File: src/rtl/dds_pkg.sv
// rtl/dds_pkg.sv - shared types and constants for the DDS frequency-sweep sequencer
package dds_pkg;

    typedef enum logic [1:0] {
        SW_SINGLE = 2'd0,
        SW_SAW    = 2'd1,
        SW_TRI    = 2'd2
    } sweep_mode_t;

    typedef enum logic [1:0] {
        ST_IDLE  = 2'd0,
        ST_LOAD  = 2'd1,
        ST_DWELL = 2'd2,
        ST_DONE  = 2'd3
    } sweep_state_t;

    // 1 MHz expressed as a tuning word for a 200 MHz DDS clock
    localparam logic [31:0] TW_1MHZ_AT_200MHZ = 32'h0147AE14;

    // Mode encoding 3 is reserved and behaves as a single sweep
    function automatic sweep_mode_t decode_mode(input logic [1:0] m);
        case (m)
            2'd1:    return SW_SAW;
            2'd2:    return SW_TRI;
            default: return SW_SINGLE;
        endcase
    endfunction

endpackage

File: src/rtl/sweep_dwell_timer.sv
// rtl/sweep_dwell_timer.sv - loadable dwell down-counter with expire flag
module sweep_dwell_timer #(
    parameter int DW = 32
) (
    input  logic          clk_i,
    input  logic          rst_ni,
    input  logic          clear_i,
    input  logic          load_i,
    input  logic [DW-1:0] dwell_i,
    output logic          expire_o
);

    logic [DW-1:0] count_q, count_d;

    // A dwell of 0 is held for one cycle, same as a dwell of 1
    always_comb begin
        count_d = count_q;
        if (clear_i) begin
            count_d = '0;
        end else if (load_i) begin
            count_d = (dwell_i == '0) ? DW'(1) : dwell_i;
        end else if (count_q != '0) begin
            count_d = count_q - DW'(1);
        end
    end

    always_ff @(posedge clk_i or negedge rst_ni) begin
        if (!rst_ni) begin
            count_q <= '0;
        end else begin
            count_q <= count_d;
        end
    end

    assign expire_o = (count_q == DW'(1));

endmodule

File: src/rtl/dds_sweep_gen.sv
// rtl/dds_sweep_gen.sv - tuning-word sweep sequencer feeding dds_slave freq/synch
module dds_sweep_gen
    import dds_pkg::*;
#(
    parameter int FW = 32,
    parameter int DW = 32
) (
    input  logic          clk_i,
    input  logic          rst_ni,
    input  logic          start_i,
    input  logic          abort_i,
    input  logic [1:0]    mode_i,
    input  logic [FW-1:0] f_start_i,
    input  logic [FW-1:0] f_stop_i,
    input  logic [FW-1:0] f_step_i,
    input  logic [DW-1:0] dwell_i,
    output logic [FW-1:0] freq_o,
    output logic          synch_o,
    output logic          busy_o,
    output logic          done_o
);

    sweep_state_t  state_q;
    sweep_mode_t   mode_q;
    logic [FW-1:0] start_q, stop_q, step_q, freq_q;
    logic [DW-1:0] dwell_q;
    logic          dir_up_q;
    logic          synch_q, busy_q, done_q;

    logic          expire;
    logic          at_stop;
    logic          timer_load;
    logic [FW-1:0] step_next_d;
    logic [FW-1:0] tri_next_d;

    // Step one increment toward target in FW+1 bits so overshoot and
    // wrap past 0 / all-ones both clamp to the target instead of wrapping.
    function automatic logic [FW-1:0] step_toward(
        input logic [FW-1:0] cur,
        input logic [FW-1:0] step,
        input logic [FW-1:0] target,
        input logic          up
    );
        logic [FW:0] nxt;
        if (up) begin
            nxt = {1'b0, cur} + {1'b0, step};
            if (step == '0 || nxt > {1'b0, target}) nxt = {1'b0, target};
        end else begin
            nxt = {1'b0, cur} - {1'b0, step};
            if (step == '0 || nxt[FW] || nxt[FW-1:0] < target) nxt = {1'b0, target};
        end
        return nxt[FW-1:0];
    endfunction

    always_comb begin
        at_stop     = (freq_q == stop_q);
        step_next_d = step_toward(freq_q, step_q, stop_q, dir_up_q);
        tri_next_d  = step_toward(freq_q, step_q, start_q, !dir_up_q);
        timer_load  = 1'b0;
        if (!abort_i) begin
            if (state_q == ST_LOAD) begin
                timer_load = 1'b1;
            end else if (state_q == ST_DWELL && expire) begin
                timer_load = !(at_stop && mode_q == SW_SINGLE);
            end
        end
    end

    sweep_dwell_timer #(
        .DW(DW)
    ) u_dwell_timer (
        .clk_i    (clk_i),
        .rst_ni   (rst_ni),
        .clear_i  (abort_i),
        .load_i   (timer_load),
        .dwell_i  (dwell_q),
        .expire_o (expire)
    );

    always_ff @(posedge clk_i or negedge rst_ni) begin
        if (!rst_ni) begin
            state_q  <= ST_IDLE;
            mode_q   <= SW_SINGLE;
            start_q  <= '0;
            stop_q   <= '0;
            step_q   <= '0;
            dwell_q  <= '0;
            dir_up_q <= 1'b1;
            freq_q   <= '0;
            synch_q  <= 1'b0;
            busy_q   <= 1'b0;
            done_q   <= 1'b0;
        end else if (abort_i) begin
            state_q <= ST_IDLE;
            synch_q <= 1'b0;
            busy_q  <= 1'b0;
            done_q  <= 1'b0;
        end else begin
            case (state_q)
                ST_IDLE: begin
                    synch_q <= 1'b0;
                    busy_q  <= 1'b0;
                    done_q  <= 1'b0;
                    if (start_i) begin
                        mode_q   <= decode_mode(mode_i);
                        start_q  <= f_start_i;
                        stop_q   <= f_stop_i;
                        step_q   <= f_step_i;
                        dwell_q  <= dwell_i;
                        dir_up_q <= (f_stop_i >= f_start_i);
                        state_q  <= ST_LOAD;
                    end
                end
                ST_LOAD: begin
                    freq_q  <= start_q;
                    synch_q <= 1'b1;
                    busy_q  <= 1'b1;
                    state_q <= ST_DWELL;
                end
                ST_DWELL: begin
                    synch_q <= 1'b0;
                    if (expire) begin
                        if (!at_stop) begin
                            freq_q  <= step_next_d;
                            synch_q <= 1'b1;
                        end else begin
                            case (mode_q)
                                SW_SAW: begin
                                    freq_q  <= start_q;
                                    synch_q <= 1'b1;
                                end
                                // Triangle turns around: endpoints swap, direction flips
                                SW_TRI: begin
                                    start_q  <= stop_q;
                                    stop_q   <= start_q;
                                    dir_up_q <= !dir_up_q;
                                    freq_q   <= tri_next_d;
                                    synch_q  <= 1'b1;
                                end
                                default: begin
                                    done_q  <= 1'b1;
                                    busy_q  <= 1'b0;
                                    state_q <= ST_DONE;
                                end
                            endcase
                        end
                    end
                end
                ST_DONE: begin
                    done_q  <= 1'b0;
                    state_q <= ST_IDLE;
                end
                default: begin
                    state_q <= ST_IDLE;
                end
            endcase
        end
    end

    assign freq_o  = freq_q;
    assign synch_o = synch_q;
    assign busy_o  = busy_q;
    assign done_o  = done_q;

endmodule

File: config.mk
export PLATFORM = sky130hd
export DESIGN_NAME = dds_sweep_gen
export DESIGN_NICKNAME = d
export VERILOG_FILES = /design/src/rtl/dds_pkg.sv /design/src/rtl/sweep_dwell_timer.sv /design/src/rtl/dds_sweep_gen.sv
export SDC_FILE = /design/constraint.sdc
export NUM_CORES = 1
export LEC_CHECK = 0
export ABC_AREA = 1
export CAP_MARGIN = 10
export CORE_MARGIN = 10
export CORE_UTILIZATION = 50
export CTS_CLUSTER_DIAMETER = 120
export DETAILED_ROUTE_END_ITERATION = 10
export PLACE_DENSITY = 0.8
export SLEW_MARGIN = 30
export SYNTH_ARGS = -nofsm -noshare
export SYNTH_HDL_FRONTEND = slang
export SYNTH_SLANG_ARGS = --single-unit
File: constraint.sdc
create_clock -name clk_i -period 3.8 [get_ports clk_i]
set_input_delay 0.38 -clock clk_i [delete_from_list [all_inputs] [get_ports clk_i]]
set_output_delay 0.38 -clock clk_i [all_outputs]
set_load 0.02 [all_outputs]
== Word level (Yosys, flattened, before mapping) ==
Cells that the tools add are included.
Widths: inputs -> output; s select.

* Register bits: 200
* Logic and storage cells: 120
* Output and inout bits: 35
* Input bits: 134

* $lt $le $gt $ge: 5
* Mux-type cells: 54
* Reduce and logical (&&, ||, !) cells: 27
* Bitwise gates (word level): 1
* $add $sub $neg: 3
* Equality and inequality tests: 18

{| class="wikitable"
|+ Operator list
! operator !! count
|-
| $mux 32 || 20
|-
| $pmux 32 s2 || 4
|-
| $gt 33x32->1 || 2
|-
| $logic_not 32->1 || 2
|-
| $lt 32x32->1 || 2
|-
| $add 32x32->33 || 1
|-
| $sub 32x32->33 || 1
|-
| $eq 32x1->1 const B || 1
|-
| $eq 32x32->1 || 1
|-
| $ge 32x32->1 || 1
|-
| $reduce_bool 32->1 || 1
|-
| $sub 32x1->32 const B || 1
|-
| $mux 1 || 19
|-
| $reduce_and 4->1 || 4
|-
| $ne 3x3->1 const B || 4
|-
| $mux 2 || 5
|-
| $eq 2x2->1 const B || 4
|-
| $pmux 2 s4 || 1
|-
| $eq 2x1->1 const B || 3
|-
| $ne 2x2->1 const B || 3
|-
| $pmux 1 s3 || 2
|-
| $reduce_and 6->1 || 1
|-
| $reduce_bool 3->1 || 2
|-
| $logic_or 1x1->1 || 5
|-
| other kinds (12) || 18
|}

== Longest topological paths before layout ==
* Depth in word-level cells: 9
* Mapped depth: 38
* Mapped depth without buffers: 36

== By module ==
A second synthesis with hierarchy kept.

* Cell total of the unflattened synthesis: 2994
* Area total of the unflattened synthesis: 19666.4 um2

{| class="wikitable"
|+ By module, submodules not included
! module !! times used !! area an instance (um2) !! sequential area each (um2) !! cells an instance
|-
| dds_sweep_gen || 1 || 17186.5 || 4205.3 || 2578
|-
| sweep_dwell_timer || 1 || 2479.9 || 800.8 || 416
|}

== Worst setup path before layout ==
Ideal clock, no wire load.

* Path kind: register to register
* Start: register freq_q[5] (netlist: freq_o[5])
* End: register freq_q[30] (netlist: freq_o[30])
* Library setup time: 0.117 ns
* Data arrival time: 3.911 ns
* Clock period less this slack: 4.028 ns
* Setup slack: -0.228 ns
* Cell stages (with the launch flop): 32
* Path buffers: 2
* Required time: 3.683 ns
* Cell sequence: dfrtp_1 > ha_1 > buf_6 > or2_1 > nor3_2 > nand2_1 > nand2_2 > a31oi_1 > o21ai_0 > xor2_1 > ha_1 > a21oi_1 > o21bai_1 > nor2_1 > nand2_1 > o21ai_0 > nand2_1 > nand2_1 > nand2_1 > nand2_1 > nand2_1 > nand2_1 > nand2_2 > nand2_4 > nand3_4 > buf_4 > nand2_1 > nand2_1 > nor2_1 > nand2_1 > nand2_1 > nand2_1

* Word-level cells in the longest chain between the ends: 9
* Elaborated cells between the ends (all ways): 24
* Those cells by class: add/sub (2); order compare (4); eq/ne (2); mux (10); reduce/logical (6)

{| class="wikitable"
|+ Ends and longest elaborated chain
! item !! line !! source
|-
| from (decl) || dds_sweep_gen.sv:25 || <nowiki>logic [FW-1:0] start_q, stop_q, step_q, freq_q;</nowiki>
|-
| from (signal assigned) || dds_sweep_gen.sv:115 || <nowiki>freq_q <= start_q;</nowiki>
|-
| from (signal assigned) || dds_sweep_gen.sv:124 || <nowiki>freq_q <= step_next_d;</nowiki>
|-
| from (signal assigned) || dds_sweep_gen.sv:129 || <nowiki>freq_q <= start_q;</nowiki>
|-
| $add 32x32->33 / $sub 32x32->33 (equally long branches) || dds_sweep_gen.sv:46, dds_sweep_gen.sv:49 ||
|-
| $gt 33x32->1, or another cell as far along || dds_sweep_gen.sv:47 || <nowiki>if (step == '0 || nxt > {1'b0, target}) nxt = {1'b0, target};</nowiki>
|-
| $logic_or 1x1->1, on equally long branches || dds_sweep_gen.sv:47, dds_sweep_gen.sv:50 ||
|-
| $mux 32, on equally long branches || dds_sweep_gen.sv:47, dds_sweep_gen.sv:50 ||
|-
| $mux 32 || dds_sweep_gen.sv:45 || <nowiki>if (up) begin</nowiki>
|-
| $pmux 32 s2 || dds_sweep_gen.sv:127 || <nowiki>case (mode_q)</nowiki>
|-
| $mux 32 || dds_sweep_gen.sv:123 || <nowiki>if (!at_stop) begin</nowiki>
|-
| $mux 32 || dds_sweep_gen.sv:122 || <nowiki>if (expire) begin</nowiki>
|-
| $pmux 32 s2 || dds_sweep_gen.sv:99 || <nowiki>case (state_q)</nowiki>
|}

Parallel ways exist; a longest one is shown, timed or not. The select of a mux whose other input is x is not followed.
A chain may end at the register's enable or synchronous reset.

== Worst setup path in the final report ==
* Start: register freq_q[2] (netlist: freq_o[2])
* End: register freq_q[28] (netlist: freq_o[28])

The elaborated chain is that of the path after synthesis.

==> results by group <==
Logic synthesis
  – Post-synth top flop: dfrtp_1
  – Warnings from Yosys: 0
  – Flops & latches, synth: 200
  – Synthesized area: between 15000 and 20000 um2
  – Most frequent cell after synthesis: nand2_1
  – Synth cell types: 60
  – Part of the Yosys area used for sequential elements: 0.262
  – Dominant cell type by area after synthesis: dfrtp_1
  – Synthesized area per cell: 6.90 um2
  – Post-synth EDFFs: 0
  – Mapped Cells: 2766
  – Synthesized Nets: about 3.1k
  – Largest cells by area after synthesis: dfrtp_1 26%, ha_1 15%, nand2_1 14%
  – Ys async rst share: 1.00
  – Most frequent cells after synthesis: 730 x nand2_1, 320 x inv_1, 229 x ha_1, 214 x nor2_1, 208 x a21oi_1
  – Share of the synthesized area in the top cell type: 0.261

Floorplanning
  – DIE AREA: around 46000 um2
  – # IOs: about 170
  – Core Region: 37700 um2
  – Starting Density: 0.506
  – Die X: about 220 um
  – Die H: ~220 um
  – Site Rows: 71

Cells and area
  – Final cell area excluding filler cells: between 20000 and 30000 um2
  – Fin util: 0.732
  – Layout cells sized above 1: 0.254
  – Layout area overhead: 44.6%
  – Non-filler instance count after layout: 3921
  – ANT cells: 0
  – Nets: 3762
  – Filler instances: between 3k and 4k

Placement
  – Dpl cell area: 25000 um2
  – Placed wire-length estimate: about 67000 um
  – Cells after DPL: ~3.8k
  – Placer Congestion: 1.07
  – Port bufs: approximately 170
  – DP Worst Slack: -1520 ps

Drt
  – Routed wire per std cell: approximately 22 um
  – DR vias: between 20k and 25k
  – Post-route DRC violation count: 0
  – Vias per cell: between 5 and 6
  – Initial DRC count: 2789
  – Wirelength, routed: between 80000 and 90000 um
  – Final antenna-violating net count: 0
  – Drt first pass iters: 8

Run
  – Max cap viols: 0

STA
  – Slew HR: 0.400
  – Final worst path period share: 1.23
  – Hold violation total from the final report: 16
  – Setup Skew: about 17 ps
  – Final Max Tran Viols: 0
  – Worst Tran Pin Value: 900 ps
  – WHS: -23.2 ps
  – Worst setup margin: -865 ps
  – Maximum operating frequency: between 200 and 250 MHz
  – Setup violators final: 32
  – Final min period: around 4700 ps
  – RSZ-0062 raised after global routing: true

Worst setup path
  – Most frequent cell on the critical path: buf_4
  – Worst Path Max Fanout: 4
  – Crit path depth: 27
  – Reg2Reg Setup Slack: -870 ps
  – Worst R2R Path Depth: 27
  – Crit-path leading delay family: simple AND/OR/NAND/NOR gates
  – Crit-path max cell delay: around 460 ps
  – Buffers & Inverters on Critical Path: 6
  – Setup crit end kind: flip-flop
  – Crit Path Class: flip-flop to flip-flop
  – CP Data Required Time: about 4200 ps
  – Crit start category: flip-flop
  – Slowest CP cell: dfrtp_2
  – Arrival @ worst endpoint: approximately 5100 ps

Outcome
  – Run status: finished with violations
  – Violated checks: negative hold slack, negative setup slack

GRT
  – Pin count of the biggest net entering global routing: 100
  – GRT Overall Usage: 0.361
  – Antenna violations before repair: 0
  – Vias in the first global route: around 22k
  – Congestion Overflow GR: 0
  – First-pass GRT wire length: 130000 um

CTS
  – Skew-Pair Late Insertion Delay: about 500 ps
  – H-Tree Depth: 4
  – Worst-path clk slew: about 90 ps
  – Clk root buf: clkbuf_16
  – Max clock buf depth: 2
  – Num CTS Buffers: 17
  – CTS sink cnt: 200
  – CTS tree: done

Hold path
  – Worst Hold Class: input pin to async pin
-- cell usage in the layout (no fill, tap or decap), types with 14 or more instances in the layout --
master and instances:
nand2_2 42, clkbuf_16 19, xnor2_1 16, nand2_4 16, nand3_1 115, xor2_2 14
clkdlybuf4s50_1 167, xor2_1 69, nor2_2 16, o211ai_1 67, dfrtp_1 189, nand2_1 684
nor4_1 33, ha_1 196, buf_12 14, o21ai_0 166, a211oi_1 27, buf_4 501
inv_1 308, inv_2 19, buf_6 33, ha_4 31, a21oi_2 32, nor3_1 22
a21oi_1 169, nand4_1 45, o21ai_1 16, nor2_1 197
-- per-stage QoR --
step	hold WS, ps	setup TNS [ps]
floorplan	84.4	-31.2
global placement	497	-44470
detailed placement	499	-44690
CTS	59.2	-20930
global route	27.3	-29690
finish	-23.2	-24640
-- flip-flops by register name, indices dropped and copies added (netlist names) --
name,count
u_dwell_timer.count_q,32
dwell_q,32
state_q,2
dir_up_q,1
freq_o,32
step_q,32
done_o,1
stop_q,32
start_q,32
busy_o,1
synch_o,1
mode_q,2
-- per-layer routing --
layer  global-route usage  vias to the layer above  share of wire
li1                     -                    10500              -
met1                0.428                    10800           0.38
met2                0.573                     1333           0.45
met3               0.0711                      392          0.083
met4                0.265                        0          0.084
met5                    0                        -              0
-- logic make-up (layout without fill, tap and decap cells) --
| family | Yosys count | after routing | share of synthesized area |
|---|---|---|---|
| xor+xnor | 107 | 107 | 0.0491 |
| buf+inv | 440 | 1083 | 0.0917 |
| compound gates | 568 | 568 | 0.173 |
| fa+ha+maj | 231 | 231 | 0.152 |
| simple gates | 1220 | 1221 | 0.271 |
| flops | 200 | 200 | 0.262 |
-- what timing repair did --
| action | in CTS | in global routing |
|---|---|---|
| hold endpoints to repair | 0 | 0 |
| gates resized for setup | 152 | 153 |
| endpoints found under the setup margin | 32 | 32 |
| pin swaps | 71 | 76 |
| cloned | 1 | 2 |
| hold buffers | 0 | 0 |
| setup buffers | 34 | 21 |
-- final timing paths --
check,start,to
max,freq_o[2]$_DFFE_PN0P_,freq_o[28]$_DFFE_PN0P_
min,rst_ni,start_q[7]$_DFFE_PN0P_
max reg2reg,freq_o[2]$_DFFE_PN0P_,freq_o[28]$_DFFE_PN0P_
min reg2reg,dwell_q[29]$_DFFE_PN0P_,dwell_q[29]$_DFFE_PN0P_
max in group asynchronous,rst_ni,stop_q[27]$_DFFE_PN0P_
min in group clk_i,dwell_i[20],dwell_q[20]$_DFFE_PN0P_
-- worst reg2reg max path: stages, from the launching register on --
cell and delay (ps):
dfrtp_2 460, ha_4 300, buf_6 110, buf_4 120, nand2_4 50, a21oi_4 160, a31oi_4 160, o21ai_4 300
a21oi_2 120, buf_4 160, xor2_2 180, buf_4 170, buf_4 150, ha_1 310, nand4_1 270, nor4_4 360
nand2_2 130, nand2_2 110, nand2_4 80, nand2_4 90, nand3_4 130, nand2_8 170, buf_6 130, nor2_1 50
nor2_2 130, nand2_1 60, nand2_1 80, nand2_1 50
-- final cells by class --
cell class	instances	area [um2]	area share
clock inverter	15	211	0.00767
clock buffer	17	425	0.0154
inverter	331	1250	0.0452
sequential	200	5020	0.182
tap	511	639	0.0232
timing repair buffer	720	6190	0.225
multi-input combinational	2127	13800	0.502
Power is not shown: default switching activity piles up to over one toggle a cycle in this logic, so the estimate is an artifact.
